--- src/rtl/rths_pkg.sv ---
// Shared definitions for the RTHS sorter slice: FSM state encodings and
// sizing helpers for the time-multiplexed bitonic controller.
package rths_pkg;

    localparam logic [1:0] ST_LOAD  = 2'd0;
    localparam logic [1:0] ST_SORT  = 2'd1;
    localparam logic [1:0] ST_DRAIN = 2'd2;

    // Compare-exchange count of a full bitonic network over n words.
    function automatic int unsigned sort_cycles(input int unsigned n);
        int unsigned lg;
        lg = $clog2(n);
        return (n / 2) * lg * (lg + 1) / 2;
    endfunction

    // Bits needed to hold values 0..maxv (at least one bit).
    function automatic int unsigned cnt_width(input int unsigned maxv);
        return (maxv == 0) ? 1 : $clog2(maxv + 1);
    endfunction

    // Bits of the pair counter (N/2 pairs per pass), at least one bit.
    function automatic int unsigned pair_width(input int unsigned n);
        int unsigned lg;
        lg = $clog2(n);
        return (lg > 1) ? lg - 1 : 1;
    endfunction

endpackage

--- src/rtl/bitonic_idx_gen.sv ---
// Bitonic schedule sequencer: walks stage k, sub-stage j and pair p and
// presents the index pair {i, l}, the base direction and the final-step flag.
module bitonic_idx_gen
    import rths_pkg::*;
#(
    parameter int unsigned N = 8
) (
    input  logic                 clk,
    input  logic                 rst,
    input  logic                 clr,
    input  logic                 step,
    output logic [$clog2(N)-1:0] i_c,
    output logic [$clog2(N)-1:0] l_c,
    output logic                 dir_base_c,
    output logic                 last_c
);

    localparam int unsigned LOGN = $clog2(N);
    localparam int unsigned SW   = cnt_width(LOGN);
    localparam int unsigned PW   = pair_width(N);

    logic [SW-1:0]   s_q;    // k = 1 << s_q
    logic [SW-1:0]   jx_q;   // j = 1 << jx_q
    logic [PW-1:0]   p_q;
    logic [LOGN-1:0] pe;
    logic [LOGN-1:0] jbit;
    logic [LOGN-1:0] lowmask;
    logic [LOGN:0]   kbit;
    logic            p_last;

    assign p_last = (p_q == PW'(N / 2 - 1));

    always_ff @(posedge clk or posedge rst) begin
        if (rst) begin
            s_q  <= SW'(1);
            jx_q <= '0;
            p_q  <= '0;
        end else if (clr) begin
            s_q  <= SW'(1);
            jx_q <= '0;
            p_q  <= '0;
        end else if (step) begin
            if (!p_last) begin
                p_q <= p_q + PW'(1);
            end else begin
                p_q <= '0;
                if (jx_q != '0) begin
                    jx_q <= jx_q - SW'(1);
                end else begin
                    // next stage starts with j = k/2 of the new k
                    s_q  <= s_q + SW'(1);
                    jx_q <= s_q;
                end
            end
        end
    end

    // i is p with a zero inserted at bit position log2(j)
    always_comb begin
        pe         = LOGN'(p_q);
        jbit       = LOGN'(1) << jx_q;
        lowmask    = jbit - LOGN'(1);
        i_c        = (((pe >> jx_q) << 1) << jx_q) | (pe & lowmask);
        l_c        = i_c | jbit;
        kbit       = (LOGN + 1)'(1) << s_q;
        dir_base_c = (({1'b0, i_c} & kbit) == '0);
        last_c     = (s_q == SW'(LOGN)) && (jx_q == '0) && p_last;
    end

endmodule

--- src/rtl/rths_cmp_swap.sv ---
// Two-input W-bit compare-exchange: x_c/y_c are the words for the low/high
// index; asc=1 puts the minimum on x_c. Equal words never exchange.
module rths_cmp_swap #(
    parameter int unsigned W = 16
) (
    input  logic [W-1:0] a,
    input  logic [W-1:0] b,
    input  logic         asc,
    output logic [W-1:0] x_c,
    output logic [W-1:0] y_c
);

    logic swap;

    always_comb begin
        swap = asc ? (a > b) : (a < b);
        x_c  = swap ? b : a;
        y_c  = swap ? a : b;
    end

endmodule

--- src/rtl/bitonic_seq_ctrl.sv ---
// Time-multiplexed bitonic sorter: loads N words, sorts in place with one
// compare-exchange per cycle, streams the bank out. RTHS_SWAP_CNT_EN adds swap_cnt.
module bitonic_seq_ctrl
    import rths_pkg::*;
#(
    parameter int unsigned W = 16,
    parameter int unsigned N = 8
) (
    input  logic         clk,
    input  logic         rst,
    input  logic         cfg_desc,
    input  logic         in_valid,
    output logic         in_ready,
    input  logic [W-1:0] in_data,
    output logic         out_valid,
    input  logic         out_ready,
    output logic [W-1:0] out_data,
    output logic         busy,
    output logic         done
`ifdef RTHS_SWAP_CNT_EN
    ,
    output logic [cnt_width(sort_cycles(N))-1:0] swap_cnt
`endif
);

    localparam int unsigned LOGN = $clog2(N);

    logic [1:0]      state;
    logic [1:0]      state_d;
    logic [W-1:0]    bank [N];
    logic [LOGN-1:0] wr_ptr;
    logic [LOGN-1:0] rd_ptr;
    logic [LOGN-1:0] rd_nxt;
    logic            desc_q;

    logic [LOGN-1:0] cx_i;
    logic [LOGN-1:0] cx_l;
    logic            dir_base;
    logic            sort_last;
    logic [W-1:0]    cx_x;
    logic [W-1:0]    cx_y;

    logic            in_fire;
    logic            out_fire;
    logic            in_last;
    logic            out_last;
    logic            cx_en;

    logic            in_ready_d;
    logic            out_valid_d;
    logic            busy_d;
    logic            done_d;
    logic [W-1:0]    out_data_d;

    assign in_fire  = in_valid & in_ready;
    assign out_fire = out_valid & out_ready;
    assign in_last  = in_fire && (wr_ptr == LOGN'(N - 1));
    assign out_last = out_fire && (rd_ptr == LOGN'(N - 1));
    assign cx_en    = (state == ST_SORT);
    assign rd_nxt   = rd_ptr + LOGN'(1);

    bitonic_idx_gen #(
        .N          (N)
    ) u_idx (
        .clk        (clk),
        .rst        (rst),
        .clr        (!cx_en),
        .step       (cx_en),
        .i_c        (cx_i),
        .l_c        (cx_l),
        .dir_base_c (dir_base),
        .last_c     (sort_last)
    );

    rths_cmp_swap #(
        .W   (W)
    ) u_cmp (
        .a   (bank[cx_i]),
        .b   (bank[cx_l]),
        .asc (dir_base ^ desc_q),
        .x_c (cx_x),
        .y_c (cx_y)
    );

    // Next-state and registered-output values
    always_comb begin
        state_d    = state;
        out_data_d = out_data;
        done_d     = 1'b0;
        case (state)
            ST_LOAD: begin
                if (in_last) state_d = ST_SORT;
            end
            ST_SORT: begin
                if (sort_last) begin
                    state_d    = ST_DRAIN;
                    // the final exchange is written this cycle, so forward it
                    out_data_d = (cx_i == '0) ? cx_x : bank[0];
                end
            end
            ST_DRAIN: begin
                if (out_fire) begin
                    if (out_last) begin
                        state_d = ST_LOAD;
                        done_d  = 1'b1;
                    end else begin
                        out_data_d = bank[rd_nxt];
                    end
                end
            end
            default: state_d = ST_LOAD;
        endcase
        in_ready_d  = (state_d == ST_LOAD);
        out_valid_d = (state_d == ST_DRAIN);
        busy_d      = (state_d != ST_LOAD);
    end

    always_ff @(posedge clk or posedge rst) begin
        if (rst) begin
            state     <= ST_LOAD;
            in_ready  <= 1'b1;
            out_valid <= 1'b0;
            out_data  <= '0;
            busy      <= 1'b0;
            done      <= 1'b0;
        end else begin
            state     <= state_d;
            in_ready  <= in_ready_d;
            out_valid <= out_valid_d;
            out_data  <= out_data_d;
            busy      <= busy_d;
            done      <= done_d;
        end
    end

    // Register bank, pointers and latched sort order
    always_ff @(posedge clk or posedge rst) begin
        if (rst) begin
            bank   <= '{default: '0};
            wr_ptr <= '0;
            rd_ptr <= '0;
            desc_q <= 1'b0;
        end else begin
            if (in_fire) begin
                bank[wr_ptr] <= in_data;
                wr_ptr       <= wr_ptr + LOGN'(1);
                if (wr_ptr == '0) desc_q <= cfg_desc;
            end
            if (cx_en) begin
                bank[cx_i] <= cx_x;
                bank[cx_l] <= cx_y;
            end
            if (out_fire) rd_ptr <= rd_nxt;
        end
    end

`ifdef RTHS_SWAP_CNT_EN
    // Equal words never exchange, so a changed low word marks a real swap
    always_ff @(posedge clk or posedge rst) begin
        if (rst) begin
            swap_cnt <= '0;
        end else if (in_last) begin
            swap_cnt <= '0;
        end else if (cx_en && (cx_x != bank[cx_i])) begin
            swap_cnt <= swap_cnt + 1'b1;
        end
    end
`endif

endmodule
--- config.mk ---
export PLATFORM = sky130hd
export DESIGN_NAME = bitonic_seq_ctrl
export DESIGN_NICKNAME = d
export VERILOG_FILES = /design/src/rtl/rths_pkg.sv /design/src/rtl/bitonic_idx_gen.sv /design/src/rtl/rths_cmp_swap.sv /design/src/rtl/bitonic_seq_ctrl.sv
export SDC_FILE = /design/constraint.sdc
export NUM_CORES = 1
export LEC_CHECK = 0
export ABC_CLOCK_PERIOD_IN_PS = 5600
export BUFFER_PORTS_ARGS = -buffer_cell sky130_fd_sc_hd__clkbuf_2
export CAP_MARGIN = 20
export CORE_MARGIN = 3
export CORE_UTILIZATION = 35
export DETAILED_ROUTE_END_ITERATION = 16
export SLEW_MARGIN = 30
export SYNTH_ARGS = -nofsm -noshare
export SYNTH_HDL_FRONTEND = slang
export SYNTH_HIERARCHICAL = 1
export SYNTH_SLANG_ARGS = --single-unit
export TNS_END_PERCENT = 1
--- constraint.sdc ---
create_clock -name clk -period 5.6 [get_ports clk]
set_input_delay 0.28 -clock clk [delete_from_list [all_inputs] [get_ports clk]]
set_output_delay 0.28 -clock clk [all_outputs]
set_load 0.01 [all_outputs]
==> PnR_summary.wiki <==
{| class="wikitable"
! Metric !! Value
|-
| Total core area || 0.0401 sq mm
|-
| Cell leakage power || 5.74 nW
|-
| Flip-flop and latch count after synthesis || 163
|-
| Routability cong. || 1.01
|-
| Number of maximum-capacitance violations || 0
|-
| Depth of the worst register-to-register path || 17
|-
| Count of routing violations after the opening detailed-route iteration || 2432
|-
| Initial antenna violation count || 1
|-
| Drt wl/cell || 30.3 um
|-
| Number of enable flip-flop cells after synthesis || 0
|-
| Transition time of the tightest slew-check pin || 1.11 ns
|-
| Number of slew-limit violations in the final report || 0
|-
| Endpoints failing hold || 0
|-
| Run status || finished, final reports clean
|-
| TritonCTS buffer count || 17
|-
| Buffer levels on the longest clock path || 2
|-
| Row Count || 73
|-
| Area of the mapped netlist || 0.0143 sq mm
|-
| Clock slew seen by the registers of the worst setup and hold paths || 0.07 ns
|-
| Fin area || 0.0151 sq mm
|-
| Die Outline Area || 0.0434 sq mm
|-
| Worst slew margin || 0.262
|-
| CP endpoint || out_data[10]
|-
| Total Wirelength || 62000 um
|-
| Global route total overflow || 0
|-
| Worst setup skew after layout || 0.0153 ns
|-
| Reg2reg setup slack || 0.27 ns
|-
| First-pass iteration count of the detailed router || 6
|-
| N_diodes || 0
|-
| Starting density of the core || 0.357
|-
| Unrepaired setup endpoints after global routing || no
|-
| Library cell occupying the most area in the post-synthesis netlist || sky130_fd_sc_hd__dfrtp_1
|-
| HPWL after DPL || 40700 um
|-
| Clock root buffer master || sky130_fd_sc_hd__clkbuf_16
|-
| DRT antenna net count || 0
|-
| Total number of vias || 14.5k
|-
| Final critical-path share of the clock period || 0.951
|-
| Sequential fraction of the synthesis area || 0.285
|-
| Dominant register cell in the synthesized netlist || sky130_fd_sc_hd__dfrtp_1
|-
| Quantity of I/O buffers inserted on ports || 40
|-
| Sinks on Clock Net || 163
|-
| P per Cell Area || 806 mW/mm^2
|-
| Endpoint arrival time on the critical path || 5.67 ns
|-
| Post-synthesis area per instance || 8.86 sq um
|-
| Number of warnings printed during yosys synthesis || 6
|-
| Worst vdd ir || 268 uV
|-
| Number of standard cells after synthesis || 1615
|-
| Worst setup path start || u_idx/jx_q[0]
|-
| Horizontal die dimension || 208 um
|-
| Top-area cell type share of the netlist area || 0.282
|-
| Vias in the first global route || 13.9k
|-
| Number of I/O pins || 41
|-
| Minimum period implied by the final worst setup slack || 5.33 ns
|-
| Total global routing track utilization || 0.277
|-
| Number of DRC violations after detailed routing || 0
|-
| Maximum number of pins on one net before global-route repair || 85
|-
| Drt via density || 7.10
|-
| Maximum fanout count along the critical path || 50
|-
| Crit path capture type || flop
|-
| Post-synthesis net count || 1662
|-
| Category of the most critical setup path || reg -> reg
|-
| Top cells by area in the synthesized netlist || sky130_fd_sc_hd__dfrtp_1 28%, sky130_fd_sc_hd__a32oi_1 7.8%, sky130_fd_sc_hd__nand2_1 7.4%
|-
| Layout cell share with drive strength beyond 1 || 0.193
|-
| Number of levels in the clock H-tree || 4
|-
| CTS tree || yes
|-
| Classification of the worst-slack hold path || in -> reg
|-
| Die boundary height || 208 um
|-
| Final number of setup-violating endpoints || 0
|-
| Nets || 1554
|-
| Library cells used by synthesis || 85
|-
| Setup TNS Final || 0 ns
|-
| FF-to-FF End || out_data[10]
|-
| Data required time at the worst endpoint || 5.94 ns
|-
| Area overhead of the layout relative to synthesis || 5.72%
|-
| Reg2reg start || u_idx/jx_q[0]
|-
| Fmax || 188 MHz
|-
| Latest clock arrival within the worst-skew pair || 0.46 ns
|-
| First-pass GRT wire length || 91800 um
|-
| Type of origin of the critical path || flop
|-
| Total placed instance area || 0.0145 sq mm
|-
| Share of flip-flops with an asynchronous set or reset || 1.00
|}
how the worst min path moves through the flow:
stage / from / to / slack, ns / cells past startpoint
after CTS: cfg_desc / desc_q / 0.06 / 2
after global placement: rst / u_idx/s_q[1] / 0.25 / 2
after detailed placement: rst / u_idx/p_q[0] / 0.25 / 2
after global routing: cfg_desc / desc_q / 0.07 / 2
after floorplan: rst / u_idx/jx_q[0] / 0.07 / 1
final: cfg_desc / desc_q / 0.06 / 2
routing by layer:
metal / part of all wire / routed length (um) / track usage
met1: 0.39 / 23900 / 0.367
met2: 0.43 / 26600 / 0.401
met3: 0.13 / 7780 / 0.0869
met4: 0.060 / 3710 / 0.150
met5: 0.00023 / 14 / 0
layout by cell type, fill, tap and decap left out, types with 32 or more instances in the layout:
master | Yosys | routed
sky130_fd_sc_hd__nand3_1 | 45 | 45
sky130_fd_sc_hd__mux2i_1 | 35 | 34
sky130_fd_sc_hd__a21oi_1 | 33 | 33
sky130_fd_sc_hd__mux4_2 | 44 | 44
sky130_fd_sc_hd__o22ai_1 | 129 | 129
sky130_fd_sc_hd__buf_4 | 23 | 50
sky130_fd_sc_hd__dfrtp_1 | 161 | 161
sky130_fd_sc_hd__a22oi_1 | 39 | 38
sky130_fd_sc_hd__o31ai_1 | 32 | 32
sky130_fd_sc_hd__nand2_1 | 281 | 281
sky130_fd_sc_hd__nand4_1 | 37 | 37
sky130_fd_sc_hd__nor2_1 | 55 | 53
sky130_fd_sc_hd__a32oi_1 | 128 | 128
sky130_fd_sc_hd__clkbuf_2 | 10 | 40
sky130_fd_sc_hd__a31o_1 | 32 | 32
synth_stat cells, drive strengths merged (2+ instances only):
cell / n
a32oi: 128
nor3: 7
o22ai: 129
nand2b: 12
mux4: 44
mux2i: 35
mux2: 32
nand3: 48
or3: 7
a31o: 34
a221o: 14
and3: 4
clkbuf: 83
xnor2: 2
a22o: 5
buf: 139
or2: 5
and2: 4
a21oi: 34
nor2: 60
nor2b: 30
o31ai: 32
dfstp: 2
and3b: 3
o21ai: 17
nor3b: 2
dfrtp: 161
a221oi: 32
a22oi: 39
or3b: 6
o211ai: 34
a31oi: 6
or4: 2
o221ai: 4
nand2: 288
nand4: 37
nand4bb: 2
ha: 26
a21o: 18
inv: 26
nand3b: 4
cells by family after synthesis:
kind of cell             Yosys count  share of synthesized area
AO/OA/AOI/OAI                    538                      0.301
XOR/XNOR                           3                    0.00184
adder cells (fa/ha/maj)           26                     0.0227
buffers and inverters            248                     0.0901
flip-flops                       163                      0.285
multiplexers                     111                      0.120
AND/OR/NAND/NOR                  526                      0.179
per-stage QoR:
step / util / std cells / total power, W / hold WS, ns / setup slack, ns
6_report: 0.377 / 2045 / 0.0122 / 0.0618 / 0.274
5_1_grt: 0.377 / 2045 / 0.0128 / 0.0687 / 0.0568
4_1_cts: 0.376 / 2043 / 0.0118 / 0.0600 / 0.317
3_5_place_dp: 0.362 / 2010 / 0.0106 / 0.252 / 0.334
3_3_place_gp: 0.361 / 2009 / 0.0105 / 0.248 / 0.447
2_1_floorplan: - / 1615 / 0.00846 / 0.0702 / 1.09
state kept, by name (all words and copies together), names as in the netlist:
| name | cells |
|---|---|
| state | 2 |
| rd_ptr | 3 |
| busy | 1 |
| out_data | 16 |
| done | 1 |
| in_ready | 1 |
| u_idx/s_q | 2 |
| u_idx/jx_q | 2 |
| wr_ptr | 3 |
| desc_q | 1 |
| out_valid | 1 |
| u_idx/p_q | 2 |
| bank | 128 |
critical path, stage by stage, from the launching register on:
cell and delay, ns:
sky130_fd_sc_hd__dfrtp_1 0.50, sky130_fd_sc_hd__nor2_2 0.14, sky130_fd_sc_hd__a22o_2 0.38, sky130_fd_sc_hd__buf_4 0.30
sky130_fd_sc_hd__nor3_4 0.61, sky130_fd_sc_hd__buf_4 0.25, sky130_fd_sc_hd__a22oi_1 0.09, sky130_fd_sc_hd__o21ai_1 0.30
sky130_fd_sc_hd__ha_1 0.33, sky130_fd_sc_hd__nor2b_1 0.13, sky130_fd_sc_hd__o211ai_1 0.38, sky130_fd_sc_hd__a21o_2 0.25
sky130_fd_sc_hd__buf_4 0.45, sky130_fd_sc_hd__nand4_1 0.23, sky130_fd_sc_hd__o211ai_4 0.24, sky130_fd_sc_hd__a21o_1 0.17
sky130_fd_sc_hd__a21oi_1 0.04, sky130_fd_sc_hd__a221oi_1 0.36
power by group:
| group | leakage, nW | switching, W | total [W] | internal (W) |
|---|---|---|---|---|
| logic | 3.58 | 0.00527 | 0.00844 | 0.00317 |
| clock network | 0.255 | 0.000572 | 0.00115 | 0.000574 |
| registers | 1.91 | 0.000846 | 0.00261 | 0.00177 |
| total | 5.74 | 0.00668 | 0.0122 | 0.00552 |
what timing repair did:
item / 4_1_cts / 5_1_grt
buffers inserted: 0 / 1
endpoints found under the hold margin: 35 / 0
setup endpoints to repair: 0 / 11
gates resized for setup: 0 / 4
hold buffers: 1 / 0
final cells by class:
class	instances	area, sq um
clock inverter	13	98.8
fill	3971	25000
clock buffer	19	433
sequential	163	4080
multi-input combinational	1204	9100
tap	525	657
inverter	26	108
timing repair buffer	95	647
(Power assumes the default switching activity.)
